[src/rtl/ssd1306_byte_sequencer.sv]
// ============================================================================
// Module   : ssd1306_byte_sequencer
// Purpose  : Byte source for the SSD1306 SPI shifter: panel reset, init list,
//            then an endless loop of address-window commands and pixel frames.
// Revision : 1.0 - initial release
// ============================================================================
`default_nettype none
`timescale 1ns/1ps

module ssd1306_byte_sequencer #(
  parameter int RESET_CYCLES = 16,
  parameter int FRAME_BYTES  = 1024
) (
  input  logic       clk_in,
  input  logic       reset,
  output logic       sr_start,
  output logic [7:0] sr_data,
  input  logic       sr_ready,
  input  logic       px_valid,
  input  logic [7:0] px_data,
  output logic       px_ready,
  output logic       oled_dc,
  output logic       oled_cs_n,
  output logic       oled_res_n,
  output logic       init_done,
  output logic       frame_done
);

  localparam int RCW = $clog2(RESET_CYCLES + 1);
  localparam int BCW = $clog2(FRAME_BYTES + 1);

  localparam logic [RCW-1:0] c_RST_LAST  = RCW'(RESET_CYCLES - 1);
  localparam logic [BCW-1:0] c_BYTE_LAST = BCW'(FRAME_BYTES - 1);
  localparam logic [4:0]     c_INIT_LAST = 5'd24;
  localparam logic [4:0]     c_WIN_LAST  = 5'd5;

  localparam logic [2:0] c_ST_RST_LOW  = 3'd0;
  localparam logic [2:0] c_ST_RST_WAIT = 3'd1;
  localparam logic [2:0] c_ST_INIT     = 3'd2;
  localparam logic [2:0] c_ST_WINDOW   = 3'd3;
  localparam logic [2:0] c_ST_DATA     = 3'd4;

  logic [2:0]     r_state;
  logic [RCW-1:0] r_rst_cnt;
  logic [4:0]     r_idx;
  logic [BCW-1:0] r_byte_cnt;
  logic           r_dc;
  logic           r_cs_n;
  logic           r_res_n;
  logic           r_init_done;
  logic           r_frame_done;

  logic           w_start;
  logic [7:0]     w_byte;
  logic           w_px_ready;

  function automatic logic [7:0] f_init_rom(input logic [4:0] a);
    case (a)
      5'd0:    f_init_rom = 8'hAE;
      5'd1:    f_init_rom = 8'hD5;
      5'd2:    f_init_rom = 8'h80;
      5'd3:    f_init_rom = 8'hA8;
      5'd4:    f_init_rom = 8'h3F;
      5'd5:    f_init_rom = 8'hD3;
      5'd6:    f_init_rom = 8'h00;
      5'd7:    f_init_rom = 8'h40;
      5'd8:    f_init_rom = 8'h8D;
      5'd9:    f_init_rom = 8'h14;
      5'd10:   f_init_rom = 8'h20;
      5'd11:   f_init_rom = 8'h00;
      5'd12:   f_init_rom = 8'hA1;
      5'd13:   f_init_rom = 8'hC8;
      5'd14:   f_init_rom = 8'hDA;
      5'd15:   f_init_rom = 8'h12;
      5'd16:   f_init_rom = 8'h81;
      5'd17:   f_init_rom = 8'hCF;
      5'd18:   f_init_rom = 8'hD9;
      5'd19:   f_init_rom = 8'hF1;
      5'd20:   f_init_rom = 8'hDB;
      5'd21:   f_init_rom = 8'h40;
      5'd22:   f_init_rom = 8'hA4;
      5'd23:   f_init_rom = 8'hA6;
      5'd24:   f_init_rom = 8'hAF;
      default: f_init_rom = 8'h00;
    endcase
  endfunction

  // Full-panel column range 0..127, page range 0..7.
  function automatic logic [7:0] f_window(input logic [4:0] a);
    case (a)
      5'd0:    f_window = 8'h21;
      5'd1:    f_window = 8'h00;
      5'd2:    f_window = 8'h7F;
      5'd3:    f_window = 8'h22;
      5'd4:    f_window = 8'h00;
      5'd5:    f_window = 8'h07;
      default: f_window = 8'h00;
    endcase
  endfunction

  always_comb begin
    w_start    = 1'b0;
    w_byte     = 8'h00;
    w_px_ready = 1'b0;
    case (r_state)
      c_ST_INIT: begin
        w_start = sr_ready;
        w_byte  = f_init_rom(r_idx);
      end
      c_ST_WINDOW: begin
        w_start = sr_ready;
        w_byte  = f_window(r_idx);
      end
      c_ST_DATA: begin
        w_start    = sr_ready & px_valid;
        w_byte     = px_data;
        w_px_ready = sr_ready & px_valid;
      end
      default: ;
    endcase
  end

  assign sr_start   = w_start;
  assign sr_data    = w_start ? w_byte : 8'h00;
  assign px_ready   = w_px_ready;
  assign oled_dc    = r_dc;
  assign oled_cs_n  = r_cs_n;
  assign oled_res_n = r_res_n;
  assign init_done  = r_init_done;
  assign frame_done = r_frame_done;

  always_ff @(posedge clk_in) begin
    if (reset) begin
      r_state      <= c_ST_RST_LOW;
      r_rst_cnt    <= '0;
      r_idx        <= '0;
      r_byte_cnt   <= '0;
      r_dc         <= 1'b0;
      r_cs_n       <= 1'b1;
      r_res_n      <= 1'b0;
      r_init_done  <= 1'b0;
      r_frame_done <= 1'b0;
    end else begin
      r_frame_done <= 1'b0;
      case (r_state)
        c_ST_RST_LOW: begin
          if (r_rst_cnt == c_RST_LAST) begin
            r_rst_cnt <= '0;
            r_res_n   <= 1'b1;
            r_state   <= c_ST_RST_WAIT;
          end else begin
            r_rst_cnt <= r_rst_cnt + 1'b1;
          end
        end
        c_ST_RST_WAIT: begin
          if (r_rst_cnt == c_RST_LAST) begin
            r_cs_n  <= 1'b0;
            r_idx   <= '0;
            r_state <= c_ST_INIT;
          end else begin
            r_rst_cnt <= r_rst_cnt + 1'b1;
          end
        end
        c_ST_INIT: begin
          if (w_start) begin
            r_dc <= 1'b0;
            if (r_idx == c_INIT_LAST) begin
              r_init_done <= 1'b1;
              r_idx       <= '0;
              r_state     <= c_ST_WINDOW;
            end else begin
              r_idx <= r_idx + 1'b1;
            end
          end
        end
        c_ST_WINDOW: begin
          // dc only flips to command on the first window load, after the
          // last pixel byte has finished shifting.
          if (w_start) begin
            r_dc <= 1'b0;
            if (r_idx == c_WIN_LAST) begin
              r_byte_cnt <= '0;
              r_state    <= c_ST_DATA;
            end else begin
              r_idx <= r_idx + 1'b1;
            end
          end
        end
        c_ST_DATA: begin
          if (w_start) begin
            r_dc <= 1'b1;
            if (r_byte_cnt == c_BYTE_LAST) begin
              r_frame_done <= 1'b1;
              r_idx        <= '0;
              r_state      <= c_ST_WINDOW;
            end else begin
              r_byte_cnt <= r_byte_cnt + 1'b1;
            end
          end
        end
        default: r_state <= c_ST_RST_LOW;
      endcase
    end
  end

endmodule

`default_nettype wire

[config.mk]
export PLATFORM = sky130hd
export DESIGN_NAME = ssd1306_byte_sequencer
export DESIGN_NICKNAME = d
export VERILOG_FILES = /design/src/rtl/ssd1306_byte_sequencer.sv
export SDC_FILE = /design/constraint.sdc
export NUM_CORES = 1
export LEC_CHECK = 0
export ABC_CLOCK_PERIOD_IN_PS = 3700
export CAP_MARGIN = 20
export CORE_ASPECT_RATIO = 0.5
export CORE_UTILIZATION = 26
export DETAILED_ROUTE_END_ITERATION = 7
export PLACE_DENSITY_LB_ADDON = 0.05
export SYNTH_ARGS = -nofsm -noshare
export SYNTH_HDL_FRONTEND = slang
export SYNTH_SLANG_ARGS = --single-unit
export TNS_END_PERCENT = 5
[constraint.sdc]
create_clock -name clk_in -period 3.7 [get_ports clk_in]
set_input_delay 0.74 -clock clk_in [delete_from_list [all_inputs] [get_ports clk_in]]
set_output_delay 0.74 -clock clk_in [all_outputs]
set_load 0.02 [all_outputs]
Yosys cells after proc, flatten, opt, wreduce, memory -nomap -nowiden
Memory sizes are Yosys's and may differ from the RTL's. A register that Yosys moved wholly into a read port is not among the register bits.
Cells that the tools add are included.
{"block": "word_totals", "reg_bits": 29, "mem_bits_ro": 256, "in_bits": 12, "out_inout_bits": 15, "mem_count": 1}
{"block": "classes", "n_addsub": 3, "eq_ne": 22, "muxes": 36, "bitwise": 3, "reduce_logical": 16}
{"memory": "(no name shown)", "depth": 32, "width": 8, "read_ports": 1, "rd_clocked_by_memory_dff": 1, "wr": 0, "line_no": "58", "source": "case (a)"}
{"op": "5-bit two-way mux", "count": 11}
{"op": "11-bit two-way mux", "count": 4}
{"op": "7-bit case mux with 4 select lines", "count": 1}
{"op": "3-bit two-way mux", "count": 8}
{"op": "8-bit case mux with 3 select lines", "count": 1}
{"op": "2-bit != test, second input constant", "count": 11}
{"op": "11-bit case mux with 2 select lines", "count": 1}
{"op": "5-bit case mux with 4 select lines", "count": 1}
{"op": "3-bit case mux with 5 select lines", "count": 1}
{"op": "11-bit by 1-bit adder with 11-bit output, second input constant", "count": 1}
{"op": "11-bit by 10-bit equality test with 1-bit output, second input constant", "count": 1}
{"op": "5-bit by 1-bit adder with 5-bit output, second input constant", "count": 2}
{"op": "5-bit by 2-bit equality test with 1-bit output, second input constant", "count": 2}
{"op": "5-bit case mux with 2 select lines", "count": 1}
{"op": "8-bit two-way mux", "count": 1}
{"op": "8-bit AND reduction", "count": 1}
{"op": "7-bit AND reduction", "count": 1}
{"op": "3-bit by 2-bit equality test with 1-bit output, second input constant", "count": 2}
{"op": "2-bit AND reduction", "count": 3}
{"op": "3-bit AND reduction", "count": 2}
{"op": "2-bit nonzero test", "count": 3}
{"op": "5-bit by 3-bit equality test with 1-bit output, second input constant", "count": 1}
{"op": "5-bit by 4-bit equality test with 1-bit output, second input constant", "count": 1}
{"op": "5-bit equality test, second input constant", "count": 1}
{"op": "13 further kinds", "count": 18}

Depth between registers and ports, before layout
Gate-level depths: netlist of run 1.
{"block": "depth", "word_depth": 7, "depth_mapped": 14, "mapped_depth_nobuf": 13}

Least setup slack after synthesis of run 1
OpenSTA, ideal clock, no wires.
{"block": "synth_timing", "path_type": "register to register", "from": "register r_byte_cnt[0]", "to": "register with a tool-made name", "setup_time_ns": 0.126, "t_arrival_ns": 2.949, "required_ns": 3.574, "setup_slack_ns": 0.625, "path_stages_with_launch": 13, "cell_sequence": "dfxtp_1 > ha_1 > nand3_2 > or4_4 > a22oi_4 > nand3_2 > o31ai_1 > inv_1 > ha_1 > clkbuf_1 > mux2_2 > a22oi_1 > o22ai_1"}
{"item": "from (decl)", "line_no": "46", "source": "logic [BCW-1:0] r_byte_cnt;"}
{"item": "from (signal assigned)", "line_no": "197", "source": "r_byte_cnt <= r_byte_cnt + 1'b1;"}

Final worst setup path of run 1
{"block": "layout_timing", "from": "input port px_valid", "to": "output port sr_data[6]"}
{"block": "layout_between", "elab_chain_len": 3}
{"item": "from (decl)", "line_no": "19", "source": "input logic px_valid,"}
{"item": "1-bit bitwise AND", "line_no": "115", "source": "w_start = sr_ready & px_valid;"}
{"item": "1-bit case mux with 2 select lines", "line_no": "105", "source": "case (r_state)"}
{"item": "8-bit two-way mux", "line_no": "124", "source": "assign sr_data = w_start ? w_byte : 8'h00;"}
{"item": "to (decl)", "line_no": "17", "source": "output logic [7:0] sr_data,"}
No other way between the ends.

==> results of run 1 <==
critical path, stage by stage:
cell             delay (ns)
clkdlybuf4s50_1        0.49
nor4bb_1               0.28
o21ai_1                0.11
buf_4                  0.19
a21oi_1                0.15
a21o_1                 0.10
clkdlybuf4s50_1        0.60
kinds of logic after synthesis:
group / after synthesis
mux: 7
fa+ha+maj: 12
buf+inv: 30
simple gates: 110
flops: 37
compound gates: 79
xor+xnor: 10
power groups by stage:
stage                     registers, mW  clock network [mW]  logic [mW]
after floorplan                   0.448                   0       0.245
after global placement            0.479                   0       0.313
after detailed placement          0.478                   0       0.316
after CTS                         0.470               0.494       0.318
after global routing              0.476               0.514       0.354
final                             0.471               0.476       0.318
final cells by class:
class | count | area (um2) | area share, %
Clock inverter | 2 | 35.03 | 1.205
Sequential cell | 37 | 740.7 | 25.47
Timing Repair Buffer | 42 | 380.4 | 13.08
Multi-Input combinational cell | 218 | 1439 | 49.48
Clock buffer | 5 | 125.1 | 4.303
Inverter | 12 | 47.55 | 1.635
Tap cell | 112 | 140.1 | 4.819
path summary, 6_finish.rpt:
| path | start | endpoint | slack (ns) | cells past startpoint |
|---|---|---|---|---|
| worst min register to register | r_rst_cnt[4] | r_rst_cnt[4] | 0.46 | 2 |
| worst max-delay path | px_valid | sr_data[6] | 0.31 | 7 |
| worst max register to register | r_rst_cnt[0] | flip-flop | 0.62 | 12 |
| worst min-delay path | r_rst_cnt[4] | r_rst_cnt[4] | 0.46 | 2 |
layer usage:
metal  track usage, %  vias up  share of wire (%)
met5                0        -                  0
met4            4.213        0               0.31
met3            3.363        2                3.2
met2            23.53       39                 46
met1            20.57     1059                 51
li1                 -     1099                  -
timing repair:
| action | CTS | global route |
|---|---|---|
| setup endpoints to repair | 0 | 1 |
| setup buffers | 0 | 0 |
| gates resized for setup | 0 | 1 |
synth_stat cells, drive strengths merged, types with 2 or more instances:
| library cell | instances | share of area [%] |
|---|---|---|
| nor3 | 10 | 2.4 |
| mux2i | 6 | 2.6 |
| inv | 12 | 2.0 |
| xor2 | 6 | 2.3 |
| o21a | 2 | 0.64 |
| and3 | 3 | 0.81 |
| o31ai | 2 | 0.64 |
| o211ai | 2 | 0.64 |
| ha | 12 | 6.5 |
| a222oi | 2 | 0.86 |
| buf | 11 | 3.4 |
| xnor2 | 4 | 1.5 |
| o32a | 2 | 1.4 |
| dfxtp | 37 | 32 |
| nand4 | 4 | 1.1 |
| a22oi | 5 | 2.2 |
| o22ai | 2 | 0.54 |
| nand4b | 2 | 0.75 |
| nand2b | 8 | 2.2 |
| nand2 | 26 | 4.4 |
| o221ai | 4 | 1.5 |
| a221oi | 4 | 1.5 |
| nor2 | 26 | 4.2 |
| o21ai | 14 | 3.0 |
| clkbuf | 7 | 1.1 |
| nor4 | 7 | 1.9 |
| a211oi | 2 | 0.64 |
| a21o | 2 | 0.64 |
| nand3 | 12 | 3.0 |
| a21oi | 27 | 5.8 |
| or3 | 6 | 1.6 |
metrics by stage:
| stage | hold WS [ns] | power (mW) | area [um2] | setup WS, ns |
|---|---|---|---|---|
| floorplan | 0.4264 | 0.6926 | 2327 | 0.6252 |
| global placement | 0.4375 | 0.7925 | 2741 | 0.1821 |
| detailed placement | 0.4530 | 0.7948 | 2741 | 0.1550 |
| CTS | 0.4663 | 1.282 | 2902 | 0.2145 |
| global route | 0.4796 | 1.343 | 2908 | 0.06855 |
| finish | 0.4588 | 1.265 | 2908 | 0.3108 |
==> impl_results.md, run 1 <==
- Status: complete, no violations
- Critical Path RT: just under 3 ns
- Vias in the first global route: 2,006
- Post-synthesis mux area share: 3.065%
- Ys async rst share: 0%
- Largest net degree at the start of global routing: 19
- Worst EP arrival: 2.65 ns
- Combinational family with the most area after synthesis: simple AND/OR/NAND/NOR gates
- Post-synthesis cell area: 2327 um2
- Post-synthesis sequential area ratio: about a third
- Core ar.: approximately 8300 um2
- Worst Setup End Kind: primary output
- Part of the power in registers: 37.2%
- Layout cells sized above 1: between 10% and 20%
- Logic pwr share: 25.2%
- Main synth FF type: dfxtp_1
- Total CTS buffers: 5
- Top-level I/O count: 27
- Most frequent cells in the layout: dfxtp_1, a21oi_1, nor2_1, clkdlybuf4s50_1, nand2_1
- Wire per inst: about 15 um
- Initial Utilization: 27.89%
- Initial DRC count: 140
- Grt ovf: 0
- Final Hold Violating Endpoints: 0
- Cell count after synthesis: 285
- Post-Route Utilization: around a third
- Setup crit start kind: input pin
- All-Layer GR Usage: between 10% and 20%
- DP Cell Count: 421
- Syn Area/Cell: 8.166 um2
- Number of synthesized flops with an enable pin: 0
- Filler cell count: about 900
- Fraction of the mapped netlist area in adder cells: under 10%
- Detailed-route DRC error count: 0
- LEAKAGE: ~1.0 nW
- Pint: 873.0 uW
- RSZ-0062 raised after global routing: false
- N_diodes: 0
- Max VDD drop: about 0.16 mV
- Final wirelength: 6443 um
- Final Non-Filler Cells: 428
- Count of cell types in the netlist: 58
- Commonest non-fill, non-tap cell in the layout: dfxtp_1
- Final Net Count: 340
- Chip Height: 68.90 um
- Hold Crit Class: flip-flop to flip-flop
- Die Wd: 135.8 um
- Detailed-placement wirelength estimate: 4861 um
- Sum of negative setup slack: 0 ns
- Sw frac: 31.00%
- # setup viols final: 0
- TritonCTS clock tree: yes
- Skew-Pair Late Insertion Delay: around 0.28 ns
- Die area: 9356 um2
- H-Tree Depth: 2
- Post-synthesis simple-gate area fraction: between 20% and 30%
- Synth warn: 0
- Root Buffer Master: clkbuf_16
- Complex-gate fraction of the synthesized area: 23.71%
- Pwr dens: 435.1 nW/um2
- FF+latch count, synth: 37
- XOR/XNOR Fraction of Synth Area: under 10%
- Period utilisation layout: 91.60%
- Crit Path Category: input pin to primary output
- Site Rows: 23
- Initial antenna violation count: 0
- Worst slew margin: roughly half
- Cts-stage hold buffer count: 0
- Fin crit period: between 3 and 4 ns
- Synth-to-Final Area Change: 24.95%
- DR pass1 iterations: 5
- Setup Skew: 0.004612 ns
- Switch Pwr: 392.2 uW
- Vias post-DR: 2,199
- CTS clock-pin slew for the worst setup and hold paths: about 0.060 ns
- Clock buffer depth: 2
- Fmax: just under 300 MHz
- Global placement routability congestion: 0.8346
- Max-Cap Viols: 0
- Crit Path Max Fanout: 11
- Clk sinks: 37
- Max-slew violations: 0
- Drt via density: 5.138
- First-pass GRT wire length: 10,520 um
- Net Count, Synth: between 300 and 400
- Post-route ant nets: 0
- Worst slew pin tran: between 0.7 and 0.8 ns
- Port Buf Inserts: 26
- Clock network fraction of total power: 37.6%
Note: power is estimated with default switching activity, not from simulation.
==> run 2: changes to the inputs <==
--- a/config.mk
+++ b/config.mk
@@ -8,7 +8,7 @@
 export ABC_CLOCK_PERIOD_IN_PS = 3700
 export CAP_MARGIN = 20
 export CORE_ASPECT_RATIO = 0.5
-export CORE_UTILIZATION = 26
+export CORE_UTILIZATION = 55
 export DETAILED_ROUTE_END_ITERATION = 7
 export PLACE_DENSITY_LB_ADDON = 0.05
 export SYNTH_ARGS = -nofsm -noshare
==> run 2 against run 1 <==
Net effect:
- final area down 7.3%
- hold slack lost 0.0071 ns
- sequential power barely moved
- global-route usage rose by 9.8 points
- non-clock buffer count shrank 8
- die area down 52%
==> impl_results.md, run 2 (synthesized netlist as in run 1, its figures left out) <==
- Total CTS buffers: 5
- Cts-stage hold buffer count: 0
- Post-CTS setup buffers: 0
- Port Buf Inserts: 26
- Status: complete, no violations
- Worst Setup End Kind: primary output
- Worst EP arrival: 2.78 ns
- Largest net degree at the start of global routing: 19
- Chip Height: around 48 um
- Wire per inst: 15.13 um
- Initial antenna violation count: 0
- Sum of negative setup slack: 0 ns
- Max VDD drop: 0.1796 mV
- Clock buffer depth: 2
- RR Startpoint: r_rst_cnt[0]
- Final wirelength: 5494 um
- Site Rows: 16
- TritonCTS clock tree: yes
- Critical Path RT: 2.96 ns
- Die area: 4511 um2
- Initial DRC count: between 100 and 150
- Crit Path Category: flip-flop to primary output
- Clock network fraction of total power: a little over a quarter
- All-Layer GR Usage: 24.73%
- Pre-CTS WS: 0.2129 ns
- Global placement routability congestion: between 0.8 and 0.9
- Final Net Count: 332
- Core ar.: 3984 um2
- Post-route ant nets: 0
- Fmax: 283.9 MHz
- Final Hold Violating Endpoints: 0
- Part of the power in registers: 44.4%
- H-Tree Depth: 2
- N_diodes: 0
- Max-Cap Viols: 0
- Cts repair resizes: 0
- Total design power: about 1.1 mW
- Period utilisation layout: between 90% and 100%
- Most frequent cells in the layout: dfxtp_1, a21oi_1, nor2_1, clkdlybuf4s50_1, nand2_1
- Sw frac: approximately a third
- Commonest non-fill, non-tap cell in the layout: dfxtp_1
- Initial Utilization: 58.42%
- Vias in the first global route: 1,821
- Logic pwr share: 29.1%
- RSZ-0062 raised after global routing: false
- # setup viols final: 0
- Die Wd: between 90 and 100 um
- Setup crit start kind: flip-flop
- First-pass GRT wire length: 8431 um
- Top-level I/O count: 27
- Detailed-route DRC error count: 0
- Worst hold slack: 0.4517 ns
- Clk sinks: 37
- Hold path start: oled_cs_n
- Vias post-DR: 2,186
- CTS clock-pin slew for the worst setup and hold paths: 0.07 ns
- Fin crit period: 3.523 ns
- LEAKAGE: 0.9612 nW
- Grt ovf: 0
- Setup Skew: 0.006814 ns
- Worst slew pin tran: 0.7546 ns
- Hold Crit Class: flip-flop to flip-flop
- Synth-to-Final Area Change: 15.81%
- Drt via density: about 6.0
- CP Launch Point: r_state[1]
- Detailed-placement wirelength estimate: 4041 um
- Root Buffer Master: clkbuf_8
- Post-Route Utilization: roughly two thirds
- Switch Pwr: 372.6 uW
- Setup ws final: 0.1775 ns
- Crit Path Max Fanout: 11
- Pwr dens: 392.2 nW/um2
- Worst slew margin: 49.42%
- Layout cells sized above 1: 10.36%
- Pint: around 680 uW
- DR pass1 iterations: 4
- Max-slew violations: 0
- Skew-Pair Late Insertion Delay: 0.30 ns
run 2: cell count changes in the layout (fill, tap and decap cells not counted), sizes merged:
cell,delta
bufinv,-1
buf,-8
clkinv,+1
clkinvlp,+1
run 2: final cells by class:
cell class,instances,area [um2]
multi-input cells,218,1433
fillers,340,1289
flip-flops and latches,37,740.7
repair buffers,34,320.3
clock buffers,5,68.82
well taps,54,67.56
inverters,12,47.55
clock inverters,3,17.52
run 2: routing by layer:
metal / share of wire [%] / vias to the layer above / GRT usage (%) / wire length [um]
met2: 46 / 46 / 42.77 / 2549
li1: - / 1086 / - / -
met3: 3.5 / 9 / 5.556 / 195
met4: 1.5 / 0 / 10.15 / 84
met1: 49 / 1045 / 31.17 / 2665
met5: 0 / - / 0 / 0
run 2: power by group through the flow:
stage	clock, mW	combinational [mW]	sequential, mW
floorplan	0	0.245	0.448
detailed placement	0	0.302	0.477
finish	0.280	0.308	0.469
CTS	0.285	0.306	0.467
global placement	0	0.293	0.476
global route	0.303	0.339	0.473
run 2: path summary, 6_finish.rpt:
kind,endpoint,slack [ns],cells after the start
max reg2reg,flip-flop,0.66,12
max,sr_data[6],0.18,6
min reg2reg,oled_cs_n,0.45,1
min,oled_cs_n,0.45,1
run 2: critical path: stages, from the launching register on:
cell and delay, ns:
dfxtp_1 0.54, nand2b_1 0.27, nor4_1 0.56, nand2_1 0.20, a21oi_1 0.20, a21o_1 0.11, clkdlybuf4s50_1 0.61
run 2: through the flow:
stage | std cells | cell area, um2
final | 363 | 2695
after floorplan | 285 | 2327
after global placement | 355 | 2609
after global routing | 363 | 2695
after detailed placement | 355 | 2609
after CTS | 363 | 2695
==> run 3: changes to the inputs <==
--- a/config.mk
+++ b/config.mk
@@ -11,6 +11,7 @@
 export CORE_UTILIZATION = 55
 export DETAILED_ROUTE_END_ITERATION = 7
 export PLACE_DENSITY_LB_ADDON = 0.05
+export SLEW_MARGIN = 30
 export SYNTH_ARGS = -nofsm -noshare
 export SYNTH_HDL_FRONTEND = slang
 export SYNTH_SLANG_ARGS = --single-unit
==> results of run 3 <==
No change in the layout: final DEF, timing and power equal those of run 2.
